$ cat config.mk
export PLATFORM = sky130hd
export DESIGN_NAME = mips_control
export DESIGN_NICKNAME = d
export VERILOG_FILES = /design/src/rtl/mips_control.sv
export SDC_FILE = /design/constraint.sdc
export NUM_CORES = 1
export LEC_CHECK = 0
export ABC_AREA = 1
export BUFFER_PORTS_ARGS = -buffer_cell sky130_fd_sc_hd__buf_2
export CORE_AREA = 2 2 63 65
export CTS_BUF_LIST = sky130_fd_sc_hd__clkbuf_4 sky130_fd_sc_hd__clkbuf_8 sky130_fd_sc_hd__clkbuf_16
export DETAILED_ROUTE_END_ITERATION = 16
export DIE_AREA = 0 0 65 67
export PLACE_DENSITY_LB_ADDON = 0.2
export SYNTH_ARGS = -nofsm -noshare
export SYNTH_HDL_FRONTEND = slang
export SYNTH_SLANG_ARGS = --single-unit
export TNS_END_PERCENT = 5
$ cat constraint.sdc
create_clock -name clk -period 1.3 [get_ports clk]
set_input_delay 0.13 -clock clk [delete_from_list [all_inputs] [get_ports clk]]
set_output_delay 0.13 -clock clk [all_outputs]
set_load 0.02 [all_outputs]
$ cat src/rtl/mips_control.sv
// Moore FSM control unit for the multicycle MIPS datapath (lab ISA subset).
// Optional performance counters are built when MIPS_CTRL_PERF_EN is defined.
module mips_control #(
    parameter bit HALT_ON_ILLEGAL = 1'b1,
    parameter int PERF_W          = 32
) (
    input  logic              clk,
    input  logic              rst,
    input  logic [5:0]        opcode,
    input  logic [5:0]        funct,
    output logic              PCWrite,
    output logic              PCWriteCond,
    output logic              EQorNE,
    output logic              IorD,
    output logic              MemWrite,
    output logic              IRWrite,
    output logic [1:0]        RegDst,
    output logic [1:0]        MemtoReg,
    output logic              RegWrite,
    output logic              ALUSrcA,
    output logic [1:0]        ALUSrcB,
    output logic [2:0]        ALUOp,
    output logic [1:0]        PCSource,
    output logic              illegal_op,
    output logic [3:0]        state_out,
    output logic [PERF_W-1:0] perf_cycles,
    output logic [PERF_W-1:0] perf_instret
);

    typedef enum logic [3:0] {
        S_FETCH    = 4'd0,
        S_DECODE   = 4'd1,
        S_MEM_ADDR = 4'd2,
        S_MEM_RD   = 4'd3,
        S_MEM_WB   = 4'd4,
        S_MEM_WR   = 4'd5,
        S_RTYPE_EX = 4'd6,
        S_RTYPE_WB = 4'd7,
        S_ITYPE_EX = 4'd8,
        S_ITYPE_WB = 4'd9,
        S_BR_CMP   = 4'd10,
        S_BR_TAKE  = 4'd11,
        S_JUMP     = 4'd12,
        S_JAL      = 4'd13,
        S_JR       = 4'd14,
        S_ILLEGAL  = 4'd15
    } state_t;

    localparam logic [2:0] ALU_ADD = 3'b000;
    localparam logic [2:0] ALU_SUB = 3'b001;
    localparam logic [2:0] ALU_RT  = 3'b010;
    localparam logic [2:0] ALU_AND = 3'b011;
    localparam logic [2:0] ALU_OR  = 3'b100;
    localparam logic [2:0] ALU_SLT = 3'b101;
    localparam logic [2:0] ALU_XOR = 3'b110;

    state_t     r_state;
    state_t     w_state_next;
    logic       r_eq_ne;
    logic [2:0] r_itype_op;
    logic [2:0] w_itype_op;

    // Branch sense and immediate ALU op are captured when leaving DECODE so
    // that every output is a function of registered state only.
    always_comb begin
        w_itype_op = ALU_ADD;
        case (opcode)
            6'b001010: w_itype_op = ALU_SLT;
            6'b001100: w_itype_op = ALU_AND;
            6'b001101: w_itype_op = ALU_OR;
            6'b001110: w_itype_op = ALU_XOR;
            default:   w_itype_op = ALU_ADD;
        endcase
    end

    always_ff @(posedge clk) begin
        if (rst) begin
            r_state    <= S_FETCH;
            r_eq_ne    <= 1'b0;
            r_itype_op <= ALU_ADD;
        end else begin
            r_state <= w_state_next;
            if (r_state == S_DECODE) begin
                r_eq_ne    <= (opcode == 6'b000100);
                r_itype_op <= w_itype_op;
            end
        end
    end

    always_comb begin
        w_state_next = S_FETCH;
        case (r_state)
            S_FETCH: w_state_next = S_DECODE;
            S_DECODE: begin
                case (opcode)
                    6'b000000: w_state_next = (funct == 6'b001000) ? S_JR : S_RTYPE_EX;
                    6'b100011,
                    6'b101011: w_state_next = S_MEM_ADDR;
                    6'b001000, 6'b001001, 6'b001010,
                    6'b001100, 6'b001101, 6'b001110: w_state_next = S_ITYPE_EX;
                    6'b000100,
                    6'b000101: w_state_next = S_BR_CMP;
                    6'b000010: w_state_next = S_JUMP;
                    6'b000011: w_state_next = S_JAL;
                    default:   w_state_next = S_ILLEGAL;
                endcase
            end
            S_MEM_ADDR: w_state_next = (opcode == 6'b101011) ? S_MEM_WR : S_MEM_RD;
            S_MEM_RD:   w_state_next = S_MEM_WB;
            S_RTYPE_EX: w_state_next = S_RTYPE_WB;
            S_ITYPE_EX: w_state_next = S_ITYPE_WB;
            S_BR_CMP:   w_state_next = S_BR_TAKE;
            S_ILLEGAL:  w_state_next = HALT_ON_ILLEGAL ? S_ILLEGAL : S_FETCH;
            default:    w_state_next = S_FETCH;
        endcase
    end

    always_comb begin
        PCWrite     = 1'b0;
        PCWriteCond = 1'b0;
        EQorNE      = 1'b0;
        IorD        = 1'b0;
        MemWrite    = 1'b0;
        IRWrite     = 1'b0;
        RegDst      = 2'b00;
        MemtoReg    = 2'b00;
        RegWrite    = 1'b0;
        ALUSrcA     = 1'b0;
        ALUSrcB     = 2'b00;
        ALUOp       = ALU_ADD;
        PCSource    = 2'b00;
        illegal_op  = 1'b0;
        if (rst) begin
            // PC captures its reset vector; nothing else may write.
            PCWrite = 1'b1;
        end else begin
            case (r_state)
                S_FETCH: begin
                    IRWrite = 1'b1;
                    ALUSrcB = 2'b01;
                    PCWrite = 1'b1;
                end
                S_DECODE: ALUSrcB = 2'b11;
                S_MEM_ADDR: begin
                    ALUSrcA = 1'b1;
                    ALUSrcB = 2'b10;
                end
                S_MEM_RD: IorD = 1'b1;
                S_MEM_WB: begin
                    MemtoReg = 2'b01;
                    RegWrite = 1'b1;
                end
                S_MEM_WR: begin
                    IorD     = 1'b1;
                    MemWrite = 1'b1;
                end
                S_RTYPE_EX: begin
                    ALUSrcA = 1'b1;
                    ALUOp   = ALU_RT;
                end
                S_RTYPE_WB: begin
                    RegDst   = 2'b01;
                    RegWrite = 1'b1;
                end
                S_ITYPE_EX: begin
                    ALUSrcA = 1'b1;
                    ALUSrcB = 2'b10;
                    ALUOp   = r_itype_op;
                end
                S_ITYPE_WB: RegWrite = 1'b1;
                S_BR_CMP: begin
                    ALUSrcA = 1'b1;
                    ALUOp   = ALU_SUB;
                    EQorNE  = r_eq_ne;
                end
                S_BR_TAKE: begin
                    ALUSrcB     = 2'b11;
                    PCWriteCond = 1'b1;
                    EQorNE      = r_eq_ne;
                end
                S_JUMP: begin
                    PCSource = 2'b10;
                    PCWrite  = 1'b1;
                end
                S_JAL: begin
                    RegDst   = 2'b10;
                    MemtoReg = 2'b10;
                    RegWrite = 1'b1;
                    PCSource = 2'b10;
                    PCWrite  = 1'b1;
                end
                S_JR: begin
                    PCSource = 2'b11;
                    PCWrite  = 1'b1;
                end
                S_ILLEGAL: illegal_op = 1'b1;
                default: ;
            endcase
        end
    end

    assign state_out = rst ? 4'd0 : r_state;

`ifdef MIPS_CTRL_PERF_EN
    localparam logic [PERF_W-1:0] PERF_ONE = {{(PERF_W-1){1'b0}}, 1'b1};

    logic [PERF_W-1:0] r_perf_cycles;
    logic [PERF_W-1:0] r_perf_instret;

    // An instruction retires on its return to FETCH; leaving ILLEGAL is not a retirement.
    always_ff @(posedge clk) begin
        if (rst) begin
            r_perf_cycles  <= '0;
            r_perf_instret <= '0;
        end else begin
            r_perf_cycles <= r_perf_cycles + PERF_ONE;
            if ((w_state_next == S_FETCH) && (r_state != S_ILLEGAL))
                r_perf_instret <= r_perf_instret + PERF_ONE;
        end
    end

    assign perf_cycles  = rst ? '0 : r_perf_cycles;
    assign perf_instret = rst ? '0 : r_perf_instret;
`else
    assign perf_cycles  = '0;
    assign perf_instret = '0;
`endif

endmodule
==> impl_metrics.env <==
export IMPL_cp_start_kind="register"
export IMPL_cts_tree="built"
export IMPL_gp_congestion=0.8703
export IMPL_end_kind="primary output"
export IMPL_vias=1269
export IMPL_rows=22
export IMPL_synth_warnings=0
export IMPL_critPathBufInv=3
export IMPL_nets=287
export IMPL_synth_area_top_cells="buf_4, dfxtp_1, nand2_1"
export IMPL_dpl_cell_area_um2=1424
export IMPL_dp_worst_setup_slack_ps=-72.09
export IMPL_finalWorstSetupSlack_ps=-187.2
export IMPL_die_w_um=65
export IMPL_num_io_pins=102
export IMPL_ys_types=21
export IMPL_r2r_slack_ps=-120
export IMPL_synthArstFlopShare_pct=0
export IMPL_synth_top_cell_by_area="buf_4"
export IMPL_syn_to_final_growth_pct=25.98
export IMPL_comb_power_share_pct=70.6
export IMPL_report_final_slew_viol_count=0
export IMPL_power_leakage_nw=0.8964
export IMPL_synthFlopType="dfxtp_1"
export IMPL_syn_mean_instance_area_um2=5.968
export IMPL_worstPathCellList="inv_4 -> buf_6 -> nor4_4 -> a21oi_2 -> o21ai_1 -> buf_4"
export IMPL_cts_made_buffers=3
export IMPL_rr_startpoint="r_state[1]"
export IMPL_r2r_cells=8
export IMPL_final_hold_violation_count=0
export IMPL_path_class="reg2out"
export IMPL_powerDensity_nw_per_um2=1678
export IMPL_antenna_found_initial=0
export IMPL_ys_seq_elements=8
export IMPL_final_cell_area_um2=1602
export IMPL_cts_sinks=8
export IMPL_setup_viol=21
export IMPL_whs_ps=236.2
export IMPL_drt_total_wl_mm=2.964
export IMPL_clock_latency_ps=230
export IMPL_n_antenna_cell=0
export IMPL_clock_tree_root_cell="clkbuf_8"
export IMPL_p_sw_mw=1.385
export IMPL_core_area_um2=3606
export IMPL_gr_usage_all_layers_pct=12.83
export IMPL_worstPathArrival_ps=1360
export IMPL_grt_overflow=0
export IMPL_crit_path_max_fanout=4
export IMPL_p_sw_share_pct=51.51
export IMPL_ant_nets=0
export IMPL_power_frac_clock_pct=11.3
export IMPL_drcViolationCount=0
export IMPL_hold_path_class="in2reg"
export IMPL_viasPerCell=3.978
export IMPL_critPathTopFamily="flip-flops"
export IMPL_maxCapViolCount=0
export IMPL_peakVddDrop_mv=0.4261
export IMPL_dieArea_um2=4355
export IMPL_netlist_area_um2=1271
export IMPL_fillers=416
export IMPL_crit_required_ps=1170
export IMPL_crit_slowest_cell="dfxtp_4"
export IMPL_min_to="r_itype_op[1]"
export IMPL_fmax_mhz=672.4
export IMPL_floorplan_initialDensity_pct=35.25
export IMPL_first_global_vias=1014
export IMPL_post_drt_wl_per_cell_um=9.292
export IMPL_htree_num_levels=1
export IMPL_drive_above_1_share_pct=32.10
export IMPL_netlist_area_leader_share_pct=37.80
export IMPL_die_h_um=67
export IMPL_hold_buffers=0
export IMPL_slowest_delay_ps=380
export IMPL_first_pass_iters=4
export IMPL_min_period_over_period_pct=114.4
export IMPL_grt_first_pass_wirelength_mm=4.257
export IMPL_finalClockSkew_ps=5.643
export IMPL_ys_seq_area_share_pct=12.60
export IMPL_syn_inst=213
export IMPL_fin_crit_ps=1487
export IMPL_grt_max_degree=18
export IMPL_synth_edf_count=0
export IMPL_drt_initial_drc_count=27
export IMPL_dp_hpwl_mm=2.505
export IMPL_p_int_mw=1.303
export IMPL_seqPwrFrac_pct=18.0
export IMPL_port_buffers=37
export IMPL_rsz0062_at_grt="true"
export IMPL_path_clk_slew_ps=40
export IMPL_hold_path_startpoint="opcode[0]"
export IMPL_cts_buffer_depth=2
export IMPL_violations="setup timing"
export IMPL_timing_rr_end="r_itype_op[1]"
export IMPL_status="finished with violations"
export IMPL_hold_depth=3
## through the flow
stage | instances | utilization (%) | power (mW) | TNS [ps]
finish | 319 | 44.41 | 2.688 | -2274
global route | 319 | 44.41 | 2.880 | -4205
CTS | 318 | 42.12 | 2.552 | -2502
detailed placement | 313 | 39.49 | 2.096 | -177.1
global placement | 313 | 39.49 | 2.102 | -281.8
floorplan | 276 | - | 1.600 | -459.8
## sequential cells by signal, summed over array words and instances, names as in the netlist
register and cells:
r_state 4, r_itype_op 3, r_eq_ne 1
## area by class of cell
cell class | instances | area, um^2 | area share, %
clock buffers | 3 | 41.29 | 2.578
flip-flops and latches | 8 | 172.7 | 10.78
inverters | 24 | 95.09 | 5.937
well taps | 48 | 60.06 | 3.750
multi-input cells | 177 | 838.3 | 52.34
repair buffers | 59 | 394.1 | 24.61
## cells by family (layout without fill, tap and decap cells)
logic type / count (synthesis) / after routing / share of synthesized area, %
compound gates: 22 / 22 / 9.449
buf+inv: 91 / 86 / 45.77
flops: 8 / 8 / 12.60
other cells: 1 / 64 / 0.2950
simple gates: 91 / 91 / 31.89
## Yosys cell counts (3+ instances only)
cell,instances
nor3_1,5
clkbuf_1,3
inv_2,4
nand3_1,14
a31oi_1,6
a21oi_1,10
inv_1,20
dfxtp_1,8
buf_4,64
o21ai_0,4
nand2_1,33
nor2_1,31
nor4_1,3
## worst max path at each step
stage / start / end / depth (start not counted)
floorplan: r_state[3] / ALUOp[2] / 4
global placement: r_state[3] / ALUSrcB[1] / 6
detailed placement: r_state[3] / ALUSrcB[1] / 6
CTS: r_state[0] / ALUOp[2] / 4
global route: r_state[2] / RegWrite / 6
finish: r_state[2] / RegWrite / 6
## metal layers
layer,up-vias,global-route usage (%),wire (um)
li1,663,-,-
met1,537,15.37,1255
met2,65,21.78,1460
met3,4,1.182,196
met4,0,8.511,52
met5,-,0,0
## worst min-delay path, delay by kind of cell
family                 cells  cell delay, ps
AOI/OAI and AO/OA          1              50
buffers and inverters      1             120
and+or+nand+nor            1             110
## cell usage in the layout (no fill, tap or decap), types with 5 or more instances in the layout
cell type | synthesis | final
a21oi_1 | 10 | 8
a31oi_1 | 6 | 5
buf_2 | 0 | 24
buf_4 | 64 | 32
conb_1 | 1 | 64
inv_1 | 20 | 18
nand2_1 | 33 | 31
nand3_1 | 14 | 14
nor2_1 | 31 | 29
o21ai_1 | 1 | 5
## power groups by stage
stage                     registers [mW]  logic (mW)  clock network (mW)
after detailed placement           0.420        1.68                   0
after global placement             0.419        1.68                   0
after global routing               0.503        2.05               0.325
final                              0.485        1.90               0.304
after floorplan                    0.423        1.18                   0
after CTS                          0.452        1.79               0.313
## repair_timing
item	CTS	global route
gates cloned	0	0
gates resized for setup	16	27
endpoints found under the setup margin	23	28
buffers inserted	2	1
pin swaps	3	4
Note: power is estimated with default switching activity, not from simulation.
